File: src/rtl/uart_tx_scheduler_if.sv
// uart_tx_scheduler_if
// Bundles the scheduler's UART-side and requester-side signals.
//   tx_done    : byte-sent pulse from the uart block
//   con_broken : link-loss flag from the uart receive path
//   req        : per-requester request levels (3)
//   req_data   : requester i word on [16*i+15:16*i]
//   ack        : one-cycle "word latched" pulse per requester
//   uart_data  : word presented to the uart data_in port
//   grant_id   : source of uart_data (0..2 requester, 3 idle)
//   word_sent  : one-cycle pulse at every 16-bit word boundary
//   busy       : high while a requester word is being sent
// Modports: slave = the scheduler, master = game logic / uart / testbench.
interface uart_tx_scheduler_if;
  logic        tx_done;
  logic        con_broken;
  logic [2:0]  req;
  logic [47:0] req_data;
  logic [2:0]  ack;
  logic [15:0] uart_data;
  logic [1:0]  grant_id;
  logic        word_sent;
  logic        busy;

  modport master (
    output tx_done, con_broken, req, req_data,
    input  ack, uart_data, grant_id, word_sent, busy
  );

  modport slave (
    input  tx_done, con_broken, req, req_data,
    output ack, uart_data, grant_id, word_sent, busy
  );
endinterface

File: src/rtl/uart_tx_scheduler.sv
// uart_tx_scheduler
// Round-robin sharing of the UART's single 16-bit transmit word between
// three requesters (ball, player, score). Word boundaries are found by
// counting tx_done pulses (two bytes per word); uart_data only changes at a
// boundary. With no request pending, or with the link broken, a keep-alive
// IDLE_WORD is sent so the peer's watchdog stays fed.
// Ports:
//   clk : system clock
//   rst : asynchronous active-high reset
//   bus : uart_tx_scheduler_if.slave (see interface file for signal list)
// Parameter:
//   IDLE_WORD : word transmitted when nobody is granted
// Optional feature macro: UART_SCHED_TAG_EN
//   When defined, uart_data[15:14] carries the granted id (2'b11 when idle)
//   and uart_data[13:0] the low 14 bits of the selected word.
module uart_tx_scheduler #(
  parameter logic [15:0] IDLE_WORD = 16'hFFFF
) (
  input logic              clk,
  input logic              rst,
  uart_tx_scheduler_if.slave bus
);

  typedef enum logic {PH_FIRST, PH_SECOND} phase_t;

  phase_t      phase_reg, phase_next;
  logic [1:0]  last_reg, last_next;
  logic [15:0] data_reg, data_next;
  logic [1:0]  grant_reg, grant_next;
  logic [2:0]  ack_reg, ack_next;
  logic        sent_reg, sent_next;
  logic        busy_reg, busy_next;

  // Per-requester words unpacked from the flat bus.
  logic [15:0] words [3];
  genvar gi;
  generate
    for (gi = 0; gi < 3; gi++) begin : g_words
      assign words[gi] = bus.req_data[16*gi +: 16];
    end
  endgenerate

  // Round-robin search: last+1, last+2, last (mod 3).
  logic [1:0]  order [3];
  logic        found;
  logic [1:0]  win;
  logic [15:0] win_word;
  logic [15:0] grant_word;
  logic [15:0] idle_word;

  function automatic logic [1:0] inc3(input logic [1:0] v);
    return (v == 2'd2) ? 2'd0 : v + 2'd1;
  endfunction

  always_comb begin
    order[0] = inc3(last_reg);
    order[1] = inc3(order[0]);
    order[2] = last_reg;
    found    = 1'b0;
    win      = 2'd0;
    for (int k = 0; k < 3; k++) begin
      if (!found && bus.req[order[k]]) begin
        found = 1'b1;
        win   = order[k];
      end
    end
  end

  always_comb begin
    case (win)
      2'd0:    win_word = words[0];
      2'd1:    win_word = words[1];
      default: win_word = words[2];
    endcase
  end

`ifdef UART_SCHED_TAG_EN
  assign grant_word = {win, win_word[13:0]};
  assign idle_word  = {2'b11, IDLE_WORD[13:0]};
`else
  assign grant_word = win_word;
  assign idle_word  = IDLE_WORD;
`endif

  // Next-state logic: everything but the phase toggle happens only on the
  // second tx_done of a word.
  always_comb begin
    phase_next = phase_reg;
    last_next  = last_reg;
    data_next  = data_reg;
    grant_next = grant_reg;
    ack_next   = 3'b000;
    sent_next  = 1'b0;
    if (bus.tx_done) begin
      case (phase_reg)
        PH_FIRST: phase_next = PH_SECOND;
        PH_SECOND: begin
          phase_next = PH_FIRST;
          sent_next  = 1'b1;
          // A broken link sends keep-alives; requests stay pending.
          if (found && !bus.con_broken) begin
            grant_next = win;
            data_next  = grant_word;
            ack_next   = 3'b001 << win;
            last_next  = win;
          end else begin
            grant_next = 2'd3;
            data_next  = idle_word;
          end
        end
        default: phase_next = PH_FIRST;
      endcase
    end
    busy_next = (grant_next != 2'd3);
  end

  always_ff @(posedge clk or posedge rst) begin
    if (rst) begin
      phase_reg <= PH_FIRST;
      last_reg  <= 2'd2;
      data_reg  <= IDLE_WORD;
      grant_reg <= 2'd3;
      ack_reg   <= 3'b000;
      sent_reg  <= 1'b0;
      busy_reg  <= 1'b0;
    end else begin
      phase_reg <= phase_next;
      last_reg  <= last_next;
      data_reg  <= data_next;
      grant_reg <= grant_next;
      ack_reg   <= ack_next;
      sent_reg  <= sent_next;
      busy_reg  <= busy_next;
    end
  end

  assign bus.ack       = ack_reg;
  assign bus.uart_data = data_reg;
  assign bus.grant_id  = grant_reg;
  assign bus.word_sent = sent_reg;
  assign bus.busy      = busy_reg;

endmodule

File: src/flat_wrapper.sv
// flat-port wrapper written by rule: the top's interface ports become plain ports
module uart_tx_scheduler_flat 
#(
  parameter logic [15:0] IDLE_WORD = 16'hFFFF
)
  (clk, rst, bus_tx_done, bus_con_broken, bus_req, bus_req_data, bus_ack, bus_uart_data, bus_grant_id, bus_word_sent, bus_busy);
  uart_tx_scheduler_if bus_i ();
  input logic clk;
  input logic rst;
  input wire logic [$bits(bus_i.tx_done)-1:0] bus_tx_done;
  input wire logic [$bits(bus_i.con_broken)-1:0] bus_con_broken;
  input wire logic [$bits(bus_i.req)-1:0] bus_req;
  input wire logic [$bits(bus_i.req_data)-1:0] bus_req_data;
  output wire logic [$bits(bus_i.ack)-1:0] bus_ack;
  output wire logic [$bits(bus_i.uart_data)-1:0] bus_uart_data;
  output wire logic [$bits(bus_i.grant_id)-1:0] bus_grant_id;
  output wire logic [$bits(bus_i.word_sent)-1:0] bus_word_sent;
  output wire logic [$bits(bus_i.busy)-1:0] bus_busy;
  assign bus_i.tx_done = bus_tx_done;
  assign bus_i.con_broken = bus_con_broken;
  assign bus_i.req = bus_req;
  assign bus_i.req_data = bus_req_data;
  assign bus_ack = bus_i.ack;
  assign bus_uart_data = bus_i.uart_data;
  assign bus_grant_id = bus_i.grant_id;
  assign bus_word_sent = bus_i.word_sent;
  assign bus_busy = bus_i.busy;
  uart_tx_scheduler #(.IDLE_WORD(IDLE_WORD)) u_core (.clk(clk), .rst(rst), .bus(bus_i));
endmodule
File: config.mk
export PLATFORM = sky130hd
export DESIGN_NAME = uart_tx_scheduler_flat
export DESIGN_NICKNAME = d
export VERILOG_FILES = /design/src/rtl/uart_tx_scheduler_if.sv /design/src/rtl/uart_tx_scheduler.sv /design/src/flat_wrapper.sv
export SDC_FILE = /design/constraint.sdc
export NUM_CORES = 1
export LEC_CHECK = 0
export CAP_MARGIN = 15
export CORE_MARGIN = 3
export CORE_UTILIZATION = 41
export CTS_BUF_LIST = sky130_fd_sc_hd__clkbuf_16
export DETAILED_ROUTE_END_ITERATION = 6
export GPL_ROUTABILITY_DRIVEN = 0
export PLACE_DENSITY = 0.85
export SLEW_MARGIN = 20
export SYNTH_ARGS = -nofsm -noshare
export SYNTH_HDL_FRONTEND = slang
export SYNTH_SLANG_ARGS = --single-unit
File: constraint.sdc
create_clock -name clk -period 5.5 [get_ports clk]
set_clock_uncertainty 0.2 [all_clocks]
set_input_delay 1.65 -clock clk [delete_from_list [all_inputs] [get_ports clk]]
set_output_delay 1.65 -clock clk [all_outputs]
set_load 0.01 [all_outputs]
# --- Word level (Yosys, flattened, before mapping) ---
# Index checks and enable logic that the tools add are counted.
totals:
  ff_bits: 26
  in_bits: 55
op_classes:
  shift: 1
  bitwise: 1
  n_reduce_logical: 9
  magnitude_cmp: 3
  muxes: 25
  n_eq_ne: 4
  addsub: 2
ops:
  columns: ["op", "count"]
  rows:
  - ["$pmux W16 S2", 1]
  - ["$mux W16", 1]
  - ["$mux W2", 8]
  - ["$lt A2 B3 Y1 const B", 3]
  - ["$mux W3", 3]
  - ["$mux W1", 8]
  - ["$bmux W1 S2", 3]
  - ["$add A2 B1 Y2 const B", 2]
  - ["$eq A2 B2 Y1 const B", 2]
  - ["$logic_and A1 B1 Y1", 3]
  - ["$logic_not A1 Y1", 3]
  - ["$reduce_and A3 Y1", 1]
  - ["$shl A1 B2 Y3 const A", 1]
  - ["$eq A2 B1 Y1 const B", 1]
  - ["$logic_not A2 Y1", 1]
  - ["$ne A2 B2 Y1 const B", 1]
  - ["$pmux W1 S2", 1]
  - ["$reduce_and A2 Y1", 1]
  - ["$not A1 Y1", 1]

# --- Logic depth before layout (Yosys ltp) ---
# Gate-level depths: netlist of the first run.
depth:
  depth_word: 16
  mapped_depth: 6
  depth_no_buf: 4

# --- Least setup slack after synthesis of the first run ---
# Ideal clock, no wire load.
synth_timing:
  path_kind: "input port to flip-flop"
  startpoint: "input bus_req[1]"
  endpoint: "register u_core.data_reg[9] (netlist: u_core.bus.uart_data[9])"
  setup_ns: 0.083
  path_slack_ns: 2.521
  arrival_time_ns: 2.696
  n_path_buf: 2
  t_required_ns: 5.217
  stages: 6
  path_cell_list: "nor2b_1 -> a22o_1 -> buf_4 -> buf_6 -> a22o_1 -> o32a_1"
synth_via:
  elab_chain_len: 12
synth_lines:
  columns: ["element", "line_no", "text"]
  rows:
  - ["start, declared", "flat_wrapper.sv:12", "input wire logic [$bits(bus_i.req)-1:0] bus_req;"]
  - ["$bmux W1 S2", "uart_tx_scheduler.sv:62", "if (!found && bus.req[order[k]]) begin"]
  - ["$mux W1 (implied by the code)", "uart_tx_scheduler.sv:62", null]
  - ["$mux W1", "uart_tx_scheduler.sv:62", null]
  - ["$logic_not A1 Y1", "uart_tx_scheduler.sv:62", null]
  - ["$logic_and A1 B1 Y1", "uart_tx_scheduler.sv:62", null]
  - ["$mux W1", "uart_tx_scheduler.sv:62", null]
  - ["$logic_not A1 Y1", "uart_tx_scheduler.sv:62", null]
  - ["$logic_and A1 B1 Y1", "uart_tx_scheduler.sv:62", null]
  - ["$mux W2", "uart_tx_scheduler.sv:62", null]
  - ["$eq A2 B1 Y1 or $logic_not A2 Y1 (tied branches)", "uart_tx_scheduler.sv:70", "case (win)"]
  - ["$pmux W16 S2", "uart_tx_scheduler.sv:70", null]
  - ["$mux W16 (*)", "uart_tx_scheduler.sv:101", "if (found && !bus.con_broken) begin"]
  - ["end signal, assigned", "uart_tx_scheduler.sv:129", "data_reg <= data_next;"]
  - ["end, declared", "uart_tx_scheduler.sv:28", "logic [15:0] data_reg, data_next;"]
# Mark *: on every way between the ends. The rest lies on a longest branch, timed or not. The select of a mux whose other input is x is not followed.
# A chain may end at the register's enable or synchronous reset.

# --- Worst setup path after layout of the first run ---
layout_timing:
  startpoint: "input bus_tx_done"
  endpoint: "register u_core.data_reg[0] (netlist: u_core.bus.uart_data[0])"
layout_via:
  elab_chain_len: 1
layout_lines:
  columns: ["element", "line_no", "text"]
  rows:
  - ["start, declared", "flat_wrapper.sv:10", "input wire logic [$bits(bus_i.tx_done)-1:0] bus_tx_done;"]
  - ["$reduce_and A2 Y1 (no source line)", null, null]
# Every way passes these cells.

==> results of run 1 <==
worst max-delay path by stage:
stage                              endpoint
floorplan           u_core.bus.uart_data[9]
global placement    u_core.bus.uart_data[6]
detailed placement  u_core.bus.uart_data[9]
CTS                 u_core.bus.uart_data[9]
global route        u_core.bus.uart_data[6]
finish              u_core.bus.uart_data[0]
area by class of cell:
type                       instances  area, um2  share of cell area
multi-input combinational         79      618.1              0.2804
tap                               44      55.05             0.02497
timing repair buffer              77      770.7              0.3496
inverter                           2      7.507            0.003405
clock inverter                     1      3.754            0.001703
sequential                        26      674.4              0.3059
clock buffer                       3      75.07             0.03405
cells in the final DEF (no fill, tap or decap), types with 2 or more instances in the layout:
cell type	netlist	layout
dfrtp_1	7	7
inv_1	2	2
a21o_1	2	2
clkdlybuf4s50_1	0	77
nand2b_1	2	2
nand2_1	4	4
a22o_1	11	11
nor2b_1	2	2
and3_1	3	3
nor2_1	2	2
a22o_2	6	6
a21boi_0	17	17
clkbuf_16	0	3
dfstp_2	19	19
a21oi_1	2	2
o32a_1	16	16
cell families after synthesis:
| kind of cell | share of synthesized area |
|---|---|
| AO/OA/AOI/OAI | 0.3741 |
| XOR/XNOR | 0.006342 |
| buffers and inverters | 0.06702 |
| flip-flops | 0.4882 |
| AND/OR/NAND/NOR | 0.06431 |
stage by stage:
stage | utilization | setup WS, ns | hold WS [ns] | instances | area [um2]
4_1_cts | 0.7036 | 1.826 | 0.2687 | 232 | 2201
5_1_grt | 0.7048 | 1.742 | 0.2966 | 232 | 2205
3_3_place_gp | 0.6784 | 1.613 | 0.2502 | 228 | 2122
2_1_floorplan | - | 2.521 | 0.2415 | 116 | 1381
3_5_place_dp | 0.6784 | 1.561 | 0.2615 | 228 | 2122
6_report | 0.7048 | 1.872 | 0.2657 | 232 | 2205
power groups by stage:
stage               logic (uW)  registers (uW)  clock network, uW
CTS                        459             379                163
global route               490             393                168
floorplan                  214             414                  0
detailed placement         457             382                  0
global placement           445             378                  0
finish                     454             380                161
critical path, cell delays in order:
cell	delay, ns
clkdlybuf4s50_1	0.49
nand2_1	0.11
inv_1	0.51
nand2_2	0.39
o32a_1	0.45
metal layers:
metal,GRT usage,share of wire,up-vias
met5,0,0,-
met4,0.07008,0.013,0
met3,0.02285,0.057,6
met2,0.3677,0.54,52
met1,0.2430,0.39,625
li1,-,-,602
==> flow_summary.toml, run 1 <==
[outcome]
status = "finished clean"

[routing]
drt-initial-drc-count = 37
drt-total-wl_mm = 3.900
num_vias = 1285
vias_per_cell = 5.539
drc_errors = 0
post_drt_wl_per_cell_um = 16.81
drt_first_pass_iters = 4
drt.antenna.violating_nets = 0

[sta]
final_hold_viol_count = 0
rsz0062_at_grt = "false"
tns_ns = 0
worstMarginPinSlew_ns = 0.9697
relSlewSlack = 0.3528
period_needed_ns = 3.628
finalSetupViolCount = 0
max_freq_mhz = 275.6
finalCritPeriodShare = 0.6597
slew_viol_final = 0

[cts]
clock_path_buffers = 2
postCtsSetupBuffers = 0
ctsRootBufferMaster = "clkbuf_16"
cts_tree = "yes"
ctsHtreeMaxLevel = 1
cts_buffers = 3
postCtsResizedCells = 0
cts.reportedPaths.clkPinSlew_ns = 0.06
postCtsHoldBufs = 0
cts.sinks = 26
worstSkewPairLatency_ns = 0.26

[synth]
synth_warnings = 0
yosys-top-cells-count = "dfstp_2, a21boi_0, o32a_1, a22o_1, dfrtp_1"
synth_top_area_cell = "dfstp_2"
synth-edff-count = 0
postSynthAreaPerCell_um2 = 11.91
synth_top_area_frac = 0.3614
synth_seq_area_share = 0.4882
synth_cell_types = 31
syn_nets = 171
ys.flop_type = "dfstp_2"
syn-cell-area_um2 = 1381
syn_inst = 116
ys_seq_elements = 26
synth_most_common_cell = "dfstp_2"
async_flop_share = 1.000
synth_area_leaders = "dfstp_2, dfrtp_1, o32a_1"

[setup_path]
startpoint = "bus_tx_done"
reg2reg_depth = 4
critPathMaxFanout = 23
ff2ff_setup_slack_ns = 3.40
rr_endpoint = "u_core.bus.uart_data[0]"
worstReg2RegStart = "u_core.phase_reg"
required_ns = 5.48
crit_path_start_kind = "primary input"
end_kind = "register"
cp.arrival_ns = 3.61
worstSetupPathType = "in2reg"

[die]
rows = 20
dieArea_um2 = 4102
die_height_um = 64.05
initial_core_util = 0.4416
num_io_pins = 78
coreArea_um2 = 3128
fp.dieW_um = 64.05

[placed_design]
portBuffers = 77
hpwl_mm = 2.917

[hold_path]
worstHoldPathType = "reg2reg"
min_to = "u_core.phase_reg"
whs_path_depth = 1
hold_start = "u_core.phase_reg"

[power_and_ir_drop]
ir_drop_mv = 0.2200
total_power_uw = 994.8
p_switching_uw = 307.1
clkPwrFrac = 0.162
p_int_uw = 687.7
p_per_area_nw_per_um2 = 451.2
seq_power_share = 0.382
p_sw_frac = 0.3087
leakagePower_uw = 0.0008665
combPwrFrac = 0.456

[finish]
largest_register_ff_count = 16
fillers = 231
area.growth.synth_to_final_pct = 59.60
diodes = 0
drive_gt1_frac = 0.1755
nets = 244

[run]
cap_violations = 0

[grt]
grt_usage = 0.2019
grt_start_max_net_pins = 27
antenna_found_initial = 0
grt-ovfl-total = 0
grt_pass1_vias = 1359
grt_pass1_wl_mm = 6.568
Note: power is estimated with default switching activity, not from simulation.
==> inputs of run 2 (changes only) <==
--- a/config.mk
+++ b/config.mk
@@ -7,11 +7,11 @@
 export LEC_CHECK = 0
 export CAP_MARGIN = 15
 export CORE_MARGIN = 3
-export CORE_UTILIZATION = 41
+export CORE_UTILIZATION = 34
 export CTS_BUF_LIST = sky130_fd_sc_hd__clkbuf_16
 export DETAILED_ROUTE_END_ITERATION = 6
 export GPL_ROUTABILITY_DRIVEN = 0
-export PLACE_DENSITY = 0.85
+export PLACE_DENSITY = 0.75
 export SLEW_MARGIN = 20
 export SYNTH_ARGS = -nofsm -noshare
 export SYNTH_HDL_FRONTEND = slang
==> constraint.sdc (replaced) <==
create_clock -name clk -period 3.1 [get_ports clk]
set_clock_uncertainty 0.2 [all_clocks]
set_input_delay 0.93 -clock clk [delete_from_list [all_inputs] [get_ports clk]]
set_output_delay 0.93 -clock clk [all_outputs]
set_load 0.01 [all_outputs]
==> run 2 against run 1 <==
  * First-iteration DRC count rose to 2.7 times the previous value
  * Combinational power increased by 79%
  * Hold slack lost 0.0043 ns
  * Critical endpoint is now u_core.bus.uart_data[15]
==> flow_summary.toml, run 2 (same netlist as run 1, synthesis figures left out) <==
[finish]
final_common_cell = "clkdlybuf4s50_1"
diodes = 0
nets = 248
area.growth.synth_to_final_pct = 61.87
layout_common_cells = "clkdlybuf4s50_1, dfstp_2, a21boi_0"
drive_gt1_frac = 0.1875
largest_register_ff_count = 16
fillers = 313
layout.cells.non_filler = 240

[hold_path]
worstHoldPathType = "reg2reg"

[routing]
vias_per_cell = 5.271
drt.antenna.violating_nets = 0
drt_first_pass_iters = 4
drc_errors = 0
drt-initial-drc-count = 99
post_drt_wl_per_cell_um = 16.44
num_vias = 1265
drt-total-wl_mm = 3.945

[grt]
grt_pass1_vias = 1332
grt-ovfl-total = 0
antenna_found_initial = 0
grt_start_max_net_pins = 27
grt_usage = 0.1625
grt_pass1_wl_mm = 6.382

[run]
cap_violations = 0

[sta]
slew_viol_final = 0
tns_ns = 0
period_needed_ns = 2.673
finalCritPeriodShare = 0.8621
final_hold_viol_count = 0
rsz0062_at_grt = "false"
max_freq_mhz = 374.2
worstMarginPinSlew_ns = 0.6367
finalSetupViolCount = 0
relSlewSlack = 0.5755

[die]
dieArea_um2 = 4864
fp.dieW_um = 69.74
die_height_um = 69.74
coreArea_um2 = 3799
initial_core_util = 0.3636
rows = 22
num_io_pins = 78

[power_and_ir_drop]
p_per_area_nw_per_um2 = 793.9
ir_drop_mv = 0.3789
leakagePower_uw = 0.0008845
total_power_uw = 1775

[placed_design]
dp_cells = 236
portBuffers = 77
hpwl_mm = 2.964

[cts]
postCtsSetupBuffers = 0
cts.sinks = 26
postCtsResizedCells = 0
cts_tree = "yes"
ctsRootBufferMaster = "clkbuf_16"
ctsHtreeMaxLevel = 1
clock_path_buffers = 2
worstSkewPairLatency_ns = 0.26
postCtsHoldBufs = 0
cts.reportedPaths.clkPinSlew_ns = 0.06
cts_buffers = 3

[outcome]
status = "finished clean"

[setup_path]
cp.arrival_ns = 2.66
required_ns = 3.09
end_kind = "register"
crit_path_start_kind = "primary input"
worstSetupPathType = "in2reg"
critPathMaxFanout = 16
ff2ff_setup_slack_ns = 1.11
==> run 2: cell types whose count changed in the layout (fill, tap and decap cells not counted), sizes merged <==
cell	change
buf	+4
==> run 2: final timing paths <==
check | startpoint | depth (start not counted) | endpoint
max | bus_req[1] | 5 | u_core.bus.uart_data[15]
min | u_core.bus.grant_id[0] | 2 | u_core.bus.grant_id[0]
max reg2reg | u_core.last_reg[1] | 4 | u_core.bus.uart_data[15]
min reg2reg | u_core.bus.grant_id[0] | 2 | u_core.bus.grant_id[0]
max in group asynchronous | rst | 3 | u_core.bus.uart_data[0]
min in group asynchronous | rst | 3 | u_core.bus.word_sent
==> run 2: metal layers <==
layer,track usage,wire length (um),up-vias
li1,-,-,606
met1,0.1971,1600,602
met2,0.2839,2031,52
met3,0.03623,263,5
met4,0.05319,49,0
met5,0,0,-
==> run 2: metrics by stage <==
| step | cell area, um2 | hold slack (ns) | util | setup WS [ns] |
|---|---|---|---|---|
| 4_1_cts | 2236 | 0.2638 | 0.5886 | 0.4354 |
| 2_1_floorplan | 1381 | 0.2415 | - | 0.8408 |
| 3_5_place_dp | 2157 | 0.2533 | 0.5679 | 0.1622 |
| 5_1_grt | 2236 | 0.2803 | 0.5886 | 0.3188 |
| 6_report | 2236 | 0.2615 | 0.5886 | 0.4275 |
| 3_3_place_gp | 2157 | 0.2515 | 0.5679 | 0.2137 |
==> run 2: final cells by class <==
cell class	count	area [um2]	area share
multi-input cells	79	614.3	0.2748
inverters	2	7.507	0.003358
clock inverters	1	3.754	0.001679
clock buffers	3	75.07	0.03358
flip-flops and latches	26	674.4	0.3016
well taps	48	60.06	0.02686
repair buffers	81	800.8	0.3581
==> run 2: critical path, stage by stage <==
cell	delay (ns)
clkdlybuf4s50_1	0.57
nand2b_1	0.10
and3_1	0.38
a22o_2	0.35
o32a_1	0.33
==> run 2: power by group <==
group	leakage [uW]	switching, uW	total [uW]	internal [uW]
clock network	0.0000385	112	284	173
registers	0.000290	99.0	678	579
logic	0.000556	331	813	482
